[src/rtl/fetch_prefetch_queue.sv]
// Fetch stage with a valid/ready instruction-memory request port and a
// prefetch queue in front of decode. Requests are only issued when a queue
// slot is guaranteed for the response. Responses that were still in flight
// when a redirect happened are counted and silently discarded.

`ifndef DATA_WIDTH
`define DATA_WIDTH 32
`endif

`ifndef INSTR_WIDTH
`define INSTR_WIDTH 32
`endif

`ifndef PC_RESET_VALUE
`define PC_RESET_VALUE 32'h0000_0000
`endif

package fetch_pkg;

    typedef struct packed {
        logic [`INSTR_WIDTH-1:0] instr;
        logic [`DATA_WIDTH-1:0]  pc;
        logic [`DATA_WIDTH-1:0]  pc_plus_4;
    } if_id_data_t;

endpackage

module fetch_prefetch_queue
    import fetch_pkg::*;
#(
    parameter int                     FIFO_DEPTH          = 4,
    parameter logic [`DATA_WIDTH-1:0] PC_INIT_VALUE_PARAM = `PC_RESET_VALUE
) (
    input  logic                    clk,
    input  logic                    rst_n,
    input  logic                    stall_f_i,
    input  logic                    pc_src_e_i,
    input  logic [`DATA_WIDTH-1:0]  pc_target_e_i,
    output logic                    imem_req_valid_o,
    input  logic                    imem_req_ready_i,
    output logic [`DATA_WIDTH-1:0]  imem_req_addr_o,
    input  logic                    imem_rsp_valid_i,
    input  logic [`INSTR_WIDTH-1:0] imem_rsp_data_i,
    output logic                    if_id_valid_o,
    output if_id_data_t             if_id_data_o
);

    localparam int DW    = `DATA_WIDTH;
    localparam int IW    = `INSTR_WIDTH;
    // Slot index width; pointers carry one extra wrap bit so that a full
    // queue and an empty queue are distinguishable by subtraction.
    localparam int PTR_W = $clog2(FIFO_DEPTH);
    localparam int CNT_W = PTR_W + 1;

    localparam logic [IW-1:0]    NOP_INSTR = IW'(32'h0000_0013);
    localparam logic [CNT_W:0]   DEPTH_EXT = (CNT_W + 1)'(FIFO_DEPTH);
    localparam logic [DW-1:0]    PC_STEP   = DW'(4);
    localparam logic [DW-1:0]    ALIGN_MSK = ~DW'(3);
    localparam logic [CNT_W-1:0] CNT_ONE   = CNT_W'(1);

    // Control state (reset)
    logic [DW-1:0]         fetch_pc_q, fetch_pc_d;
    logic [CNT_W-1:0]      head_q, head_d;
    logic [CNT_W-1:0]      fill_q, fill_d;
    logic [CNT_W-1:0]      tail_q, tail_d;
    logic [CNT_W-1:0]      drop_count_q, drop_count_d;
    logic [FIFO_DEPTH-1:0] filled_q, filled_d;

    // Slot payload (not reset; qualified by filled_q)
    logic [DW-1:0] slot_pc_q    [FIFO_DEPTH];
    logic [DW-1:0] slot_pc_d    [FIFO_DEPTH];
    logic [IW-1:0] slot_instr_q [FIFO_DEPTH];
    logic [IW-1:0] slot_instr_d [FIFO_DEPTH];

    // Derived occupancy and handshake terms
    logic [CNT_W-1:0] alloc_count;
    logic [CNT_W-1:0] unfilled_count;
    logic [CNT_W:0]   credit_sum;
    logic [PTR_W-1:0] head_idx;
    logic [PTR_W-1:0] fill_idx;
    logic [PTR_W-1:0] tail_idx;
    logic             head_valid;
    logic             req_valid;
    logic             req_fire;
    logic             deq;

    assign head_idx       = head_q[PTR_W-1:0];
    assign fill_idx       = fill_q[PTR_W-1:0];
    assign tail_idx       = tail_q[PTR_W-1:0];

    // Slots reserved (tail..head) and reserved slots still waiting for data.
    assign alloc_count    = tail_q - head_q;
    assign unfilled_count = tail_q - fill_q;

    // A request may only leave when both the live stream and the stale
    // responses still owed have room; never during a redirect cycle.
    assign credit_sum     = {1'b0, alloc_count} + {1'b0, drop_count_q};
    assign req_valid      = (credit_sum < DEPTH_EXT) && !pc_src_e_i;
    assign req_fire       = req_valid && imem_req_ready_i;

    assign head_valid     = filled_q[head_idx];
    assign deq            = head_valid && !stall_f_i && !pc_src_e_i;

    assign imem_req_valid_o = req_valid;
    assign imem_req_addr_o  = fetch_pc_q;
    assign if_id_valid_o    = head_valid;

    // Next-state: allocation, response fill/discard, dequeue, redirect flush
    always_comb begin
        fetch_pc_d   = fetch_pc_q;
        head_d       = head_q;
        fill_d       = fill_q;
        tail_d       = tail_q;
        drop_count_d = drop_count_q;
        filled_d     = filled_q;
        slot_pc_d    = slot_pc_q;
        slot_instr_d = slot_instr_q;

        if (pc_src_e_i) begin
            // Every slot is flushed. Any reserved-but-unfilled slot still has
            // a response on its way, which now becomes a stale one to drop;
            // a response arriving this very cycle is one of them, consumed now.
            filled_d     = '0;
            head_d       = tail_q;
            fill_d       = tail_q;
            fetch_pc_d   = pc_target_e_i & ALIGN_MSK;
            drop_count_d = drop_count_q + unfilled_count - CNT_W'(imem_rsp_valid_i);
        end else begin
            if (req_fire) begin
                slot_pc_d[tail_idx] = fetch_pc_q;
                filled_d[tail_idx]  = 1'b0;
                tail_d              = tail_q + CNT_ONE;
                fetch_pc_d          = fetch_pc_q + PC_STEP;
            end

            if (imem_rsp_valid_i) begin
                if (drop_count_q != '0) begin
                    drop_count_d = drop_count_q - CNT_ONE;
                end else begin
                    slot_instr_d[fill_idx] = imem_rsp_data_i;
                    filled_d[fill_idx]     = 1'b1;
                    fill_d                 = fill_q + CNT_ONE;
                end
            end

            if (deq) begin
                filled_d[head_idx] = 1'b0;
                head_d             = head_q + CNT_ONE;
            end
        end
    end

    // Control registers with synchronous active-low reset
    always_ff @(posedge clk) begin
        if (!rst_n) begin
            fetch_pc_q   <= PC_INIT_VALUE_PARAM;
            head_q       <= '0;
            fill_q       <= '0;
            tail_q       <= '0;
            drop_count_q <= '0;
            filled_q     <= '0;
        end else begin
            fetch_pc_q   <= fetch_pc_d;
            head_q       <= head_d;
            fill_q       <= fill_d;
            tail_q       <= tail_d;
            drop_count_q <= drop_count_d;
            filled_q     <= filled_d;
        end
    end

    // Slot payload storage; contents are meaningless until the filled flag is set
    always_ff @(posedge clk) begin
        slot_pc_q    <= slot_pc_d;
        slot_instr_q <= slot_instr_d;
    end

    // Head entry to decode, or a NOP bubble when the head is not filled
    always_comb begin
        if_id_data_o.instr     = NOP_INSTR;
        if_id_data_o.pc        = '0;
        if_id_data_o.pc_plus_4 = PC_STEP;
        if (head_valid) begin
            if_id_data_o.instr     = slot_instr_q[head_idx];
            if_id_data_o.pc        = slot_pc_q[head_idx];
            if_id_data_o.pc_plus_4 = slot_pc_q[head_idx] + PC_STEP;
        end
    end

endmodule

[config.mk]
export PLATFORM = sky130hd
export DESIGN_NAME = fetch_prefetch_queue
export DESIGN_NICKNAME = d
export VERILOG_FILES = /design/src/rtl/fetch_prefetch_queue.sv
export SDC_FILE = /design/constraint.sdc
export NUM_CORES = 1
export LEC_CHECK = 0
export CORE_MARGIN = 3
export CORE_UTILIZATION = 54
export DETAILED_ROUTE_END_ITERATION = 8
export PLACE_DENSITY = 0.8
export SLEW_MARGIN = 20
export SYNTH_ARGS = -nofsm -noshare
export SYNTH_HDL_FRONTEND = slang
export SYNTH_SLANG_ARGS = --single-unit
[constraint.sdc]
create_clock -name clk -period 5.3 [get_ports clk]
set_input_delay 0.53 -clock clk [delete_from_list [all_inputs] [get_ports clk]]
set_output_delay 0.53 -clock clk [all_outputs]
set_load 0.02 [all_outputs]
==> impl_metrics.csv <==
group,metric,value,unit
timing,tns,0,ns
critical_path,r2r_setup_slack,1.35,ns
synth,synth_top_cell_area_share,0.5678,
critical_path,worst-setup-path-type,"reg -> out",
critical_path,cp_slowest_cell,"buf_4",
synth,synth_commonest_cells,"edfxtp_1, and2_1, nor2_1",
synth,avgSynthCellArea,14.89,um2
final_layout,multi_input_area,0.004363,mm2
die,core_area,0.02368,mm2
detailed_routing,totalWireLength,29.72,mm
critical_path,rr_endpoint,"imem_req_addr_o[16]",
clock_tree,cts_max_level,1,
synth,ys_seq_elements,294,
timing,hold_viol_final,0,
clock_tree,root_buffer,"clkbuf_16",
placement,port_buffers,191,
final_layout,area_delta_synth_final,23.71,%
clock_tree,cts_tree,"built",
timing,fin_crit,4.714,ns
worst_hold_path,hold_class,"in -> reg",
detailed_routing,drc,0,
detailed_routing,drt_iter0_drc,744,
synth,yosysSeqAreaShare,0.6380,
pwr,p_per_area,358.8,mW/mm2
detailed_routing,ant_nets,0,
synth,synth_area_leaders,"edfxtp_1, mux4_2, dfxtp_1, mux4_1, and2_1",
worst_hold_path,min_path_cells,3,
critical_path,path_buf_inv,2,
synth,async_reset_ff_frac,0,
timing,max_slew.worst_pin.slew,1.027,ns
die,die_w,161.9,um
final_layout,diodes,0,
critical_path,cp-endpoint,"if_id_data_o[28]",
clock_tree,clock_path_buffers,3,
timing,setup_viol,0,
detailed_routing,via_count,8280,
clock_tree,cts_sinks,294,
critical_path,startpoint_type,"flip-flop",
synth,synth.most_common_cell,"edfxtp_1",
final_layout,nets,1172,
die,rows,56,
synth,yosys_warnings,0,
placement,gp_congestion,0.8277,
clock_tree,clk_pin_slew,0.06,ns
synth,synth_top_cell_by_area,"edfxtp_1",
synth,synth_ff_type,"edfxtp_1",
placement,dp_hpwl,19.41,mm
die,die-area,0.02620,mm2
final_layout,fillCellCount,1605,
clock_tree,worst_skew_pair.late_latency,0.53,ns
critical_path,crit_path_cell_trace,"buf_4, mux4_1, ha_1, nand4_1, or4_4, nor3_1, mux2_2, clkdlybuf4s50_1",
timing,holdWs,0.5639,ns
clock_tree,cts_resized,0,
timing,relSlewSlack,0.3149,
detailed_routing,viasPerCell,5.843,
critical_path,critical-path-top-delay-family,"buffers and inverters",
global_routing,grt_pass1_vias,8281,
global_routing,gr-total-overflow,0,
timing,final_max_slew_viol_count,0,
critical_path,cp.required,4.77,ns
final_layout,layout-drive-gt1-share,0.1230,
final_layout,seqCellArea,0.008373,mm2
global_routing,grt_pass1_wl,46.43,mm
clock_tree,cts-buffers-inserted,28,
clock_tree,holdBufCountCts,0,
critical_path,slowest_delay,0.67,ns
run,drv_cap,0,
die,die_h,161.9,um
synth,synthDistinctLibCells,59,
timing,rsz0062_at_grt,"no",
critical_path,cp-end-kind,"primary output",
critical_path,path_max_fanout,66,
synth,syn-cell-area,0.01312,mm2
pwr,ir_drop,0.0002302,V
synth,syn_inst,881,
critical_path,cp-startpoint,"head_q[1]",
worst_hold_path,hp-start,"pc_target_e_i[30]",
global_routing,antenna_found_initial,0,
detailed_routing,drtPass1Iterations,6,
die,initial_utilization,0.5538,
timing,fin_worst_skew,0.01041,ns
pwr,p_leak,0.005421,uW
run_status,status,"complete, no violations",
timing,fin_crit_sh,0.8895,
die,pin_count,200,
global_routing,grt_start_max_net_pins,67,
critical_path,r2r_start,"head_q[0]",
synth,synth_edf_count,248,
critical_path,worst_ep_arrival_time,4.18,ns
clock_tree,post_cts_buffers,0,
critical_path,worst_r2r_path_depth,13,
timing,max_freq,212.1,MHz
global_routing,grt_usage,0.2253,
detailed_routing,drt-wirelength-per-cell,20.98,um
critical_path,worst-path-stages,8,
[power breakdown]
| group | internal, uW | switching, uW |
|---|---|---|
| clock network | 1100 | 799 |
| registers | 2650 | 91.3 |
| logic | 526 | 652 |
| total | 4280 | 1540 |
[worst reg2reg max path: stages, from the launching register on]
cell and delay [ns]:
dfxtp_4 0.54, ha_1 0.20, inv_1 0.05, fa_1 0.38, xor2_1 0.18, xnor2_1 0.15, ha_1 0.25, nor4_1 0.33
buf_4 0.21, and3_1 0.56, buf_4 0.26, nand2_1 0.14, or4_1 0.45, a31oi_1 0.17
[logic make-up after synthesis]
family,after synthesis,synth area share
AOI/OAI and AO/OA,101,0.04818
xor gates and xnor gates,30,0.02003
adders and majority gates,25,0.02671
buffers and inverters,84,0.03148
DFF,294,0.6380
muxes,80,0.1270
other,1,0.0002859
and+or+nand+nor,266,0.1084
[sequential cells by signal, summed over array words and instances, names as in the netlist]
register         cells
slot_instr_q       128
slot_pc_q          120
tail_q               3
fill_q               3
imem_req_addr_o     30
filled_q             4
head_q               3
drop_count_q         3
[cell type report]
cell class,count,area share
clock buffers,38,0.04928
clock inverters,13,0.005783
inverters,32,0.007403
repair buffers,213,0.1280
multi-input cells,508,0.2689
well taps,319,0.02460
flip-flops and latches,294,0.5160
[metrics by stage]
step / power (uW) / utilization / area (um2) / cells / setup slack [ns]
2_1_floorplan: 3490 / - / 13140 / 886 / 0.5212
3_3_place_gp: 3923 / 0.6472 / 15330 / 1366 / 1.189
3_5_place_dp: 3959 / 0.6472 / 15330 / 1366 / 1.168
4_1_cts: 5861 / 0.6849 / 16220 / 1417 / 0.5828
5_1_grt: 6047 / 0.6851 / 16230 / 1417 / 0.3977
6_report: 5821 / 0.6851 / 16230 / 1417 / 0.5856
[how the worst min path moves through the flow]
stage	slack, ns	end
final	0.56	imem_req_addr_o[30]
after global routing	0.57	imem_req_addr_o[26]
after CTS	0.55	imem_req_addr_o[30]
after detailed placement	0.54	filled_q[3]
after global placement	0.47	filled_q[3]
after floorplan	0.45	filled_q[3]
[metal layers]
metal / up-vias / part of all wire / wire length, um / global-route usage
met5: - / 0 / 0 / 0
met2: 399 / 0.50 / 14740 / 0.3752
li1: 3773 / - / - / -
met1: 4061 / 0.41 / 12230 / 0.3178
met4: 0 / 0.022 / 641 / 0.06514
met3: 47 / 0.071 / 2110 / 0.02754
[cells in the final DEF, fill, tap and decap left out, types with 13 or more instances in the layout]
cell	Yosys	routed
mux4_2	43	43
a21oi_1	31	31
buf_4	6	22
nand2_1	51	51
mux2_2	14	14
nor2_1	55	55
dfxtp_1	46	44
o21ai_0	21	21
clkdlybuf4s50_1	0	191
and2_1	59	59
xnor2_1	19	19
nand4_1	21	21
or3_1	14	14
clkbuf_16	0	29
edfxtp_1	248	248
nand3_1	13	13
inv_1	32	32
ha_1	20	20
mux4_1	19	19
(Power assumes the default switching activity.)
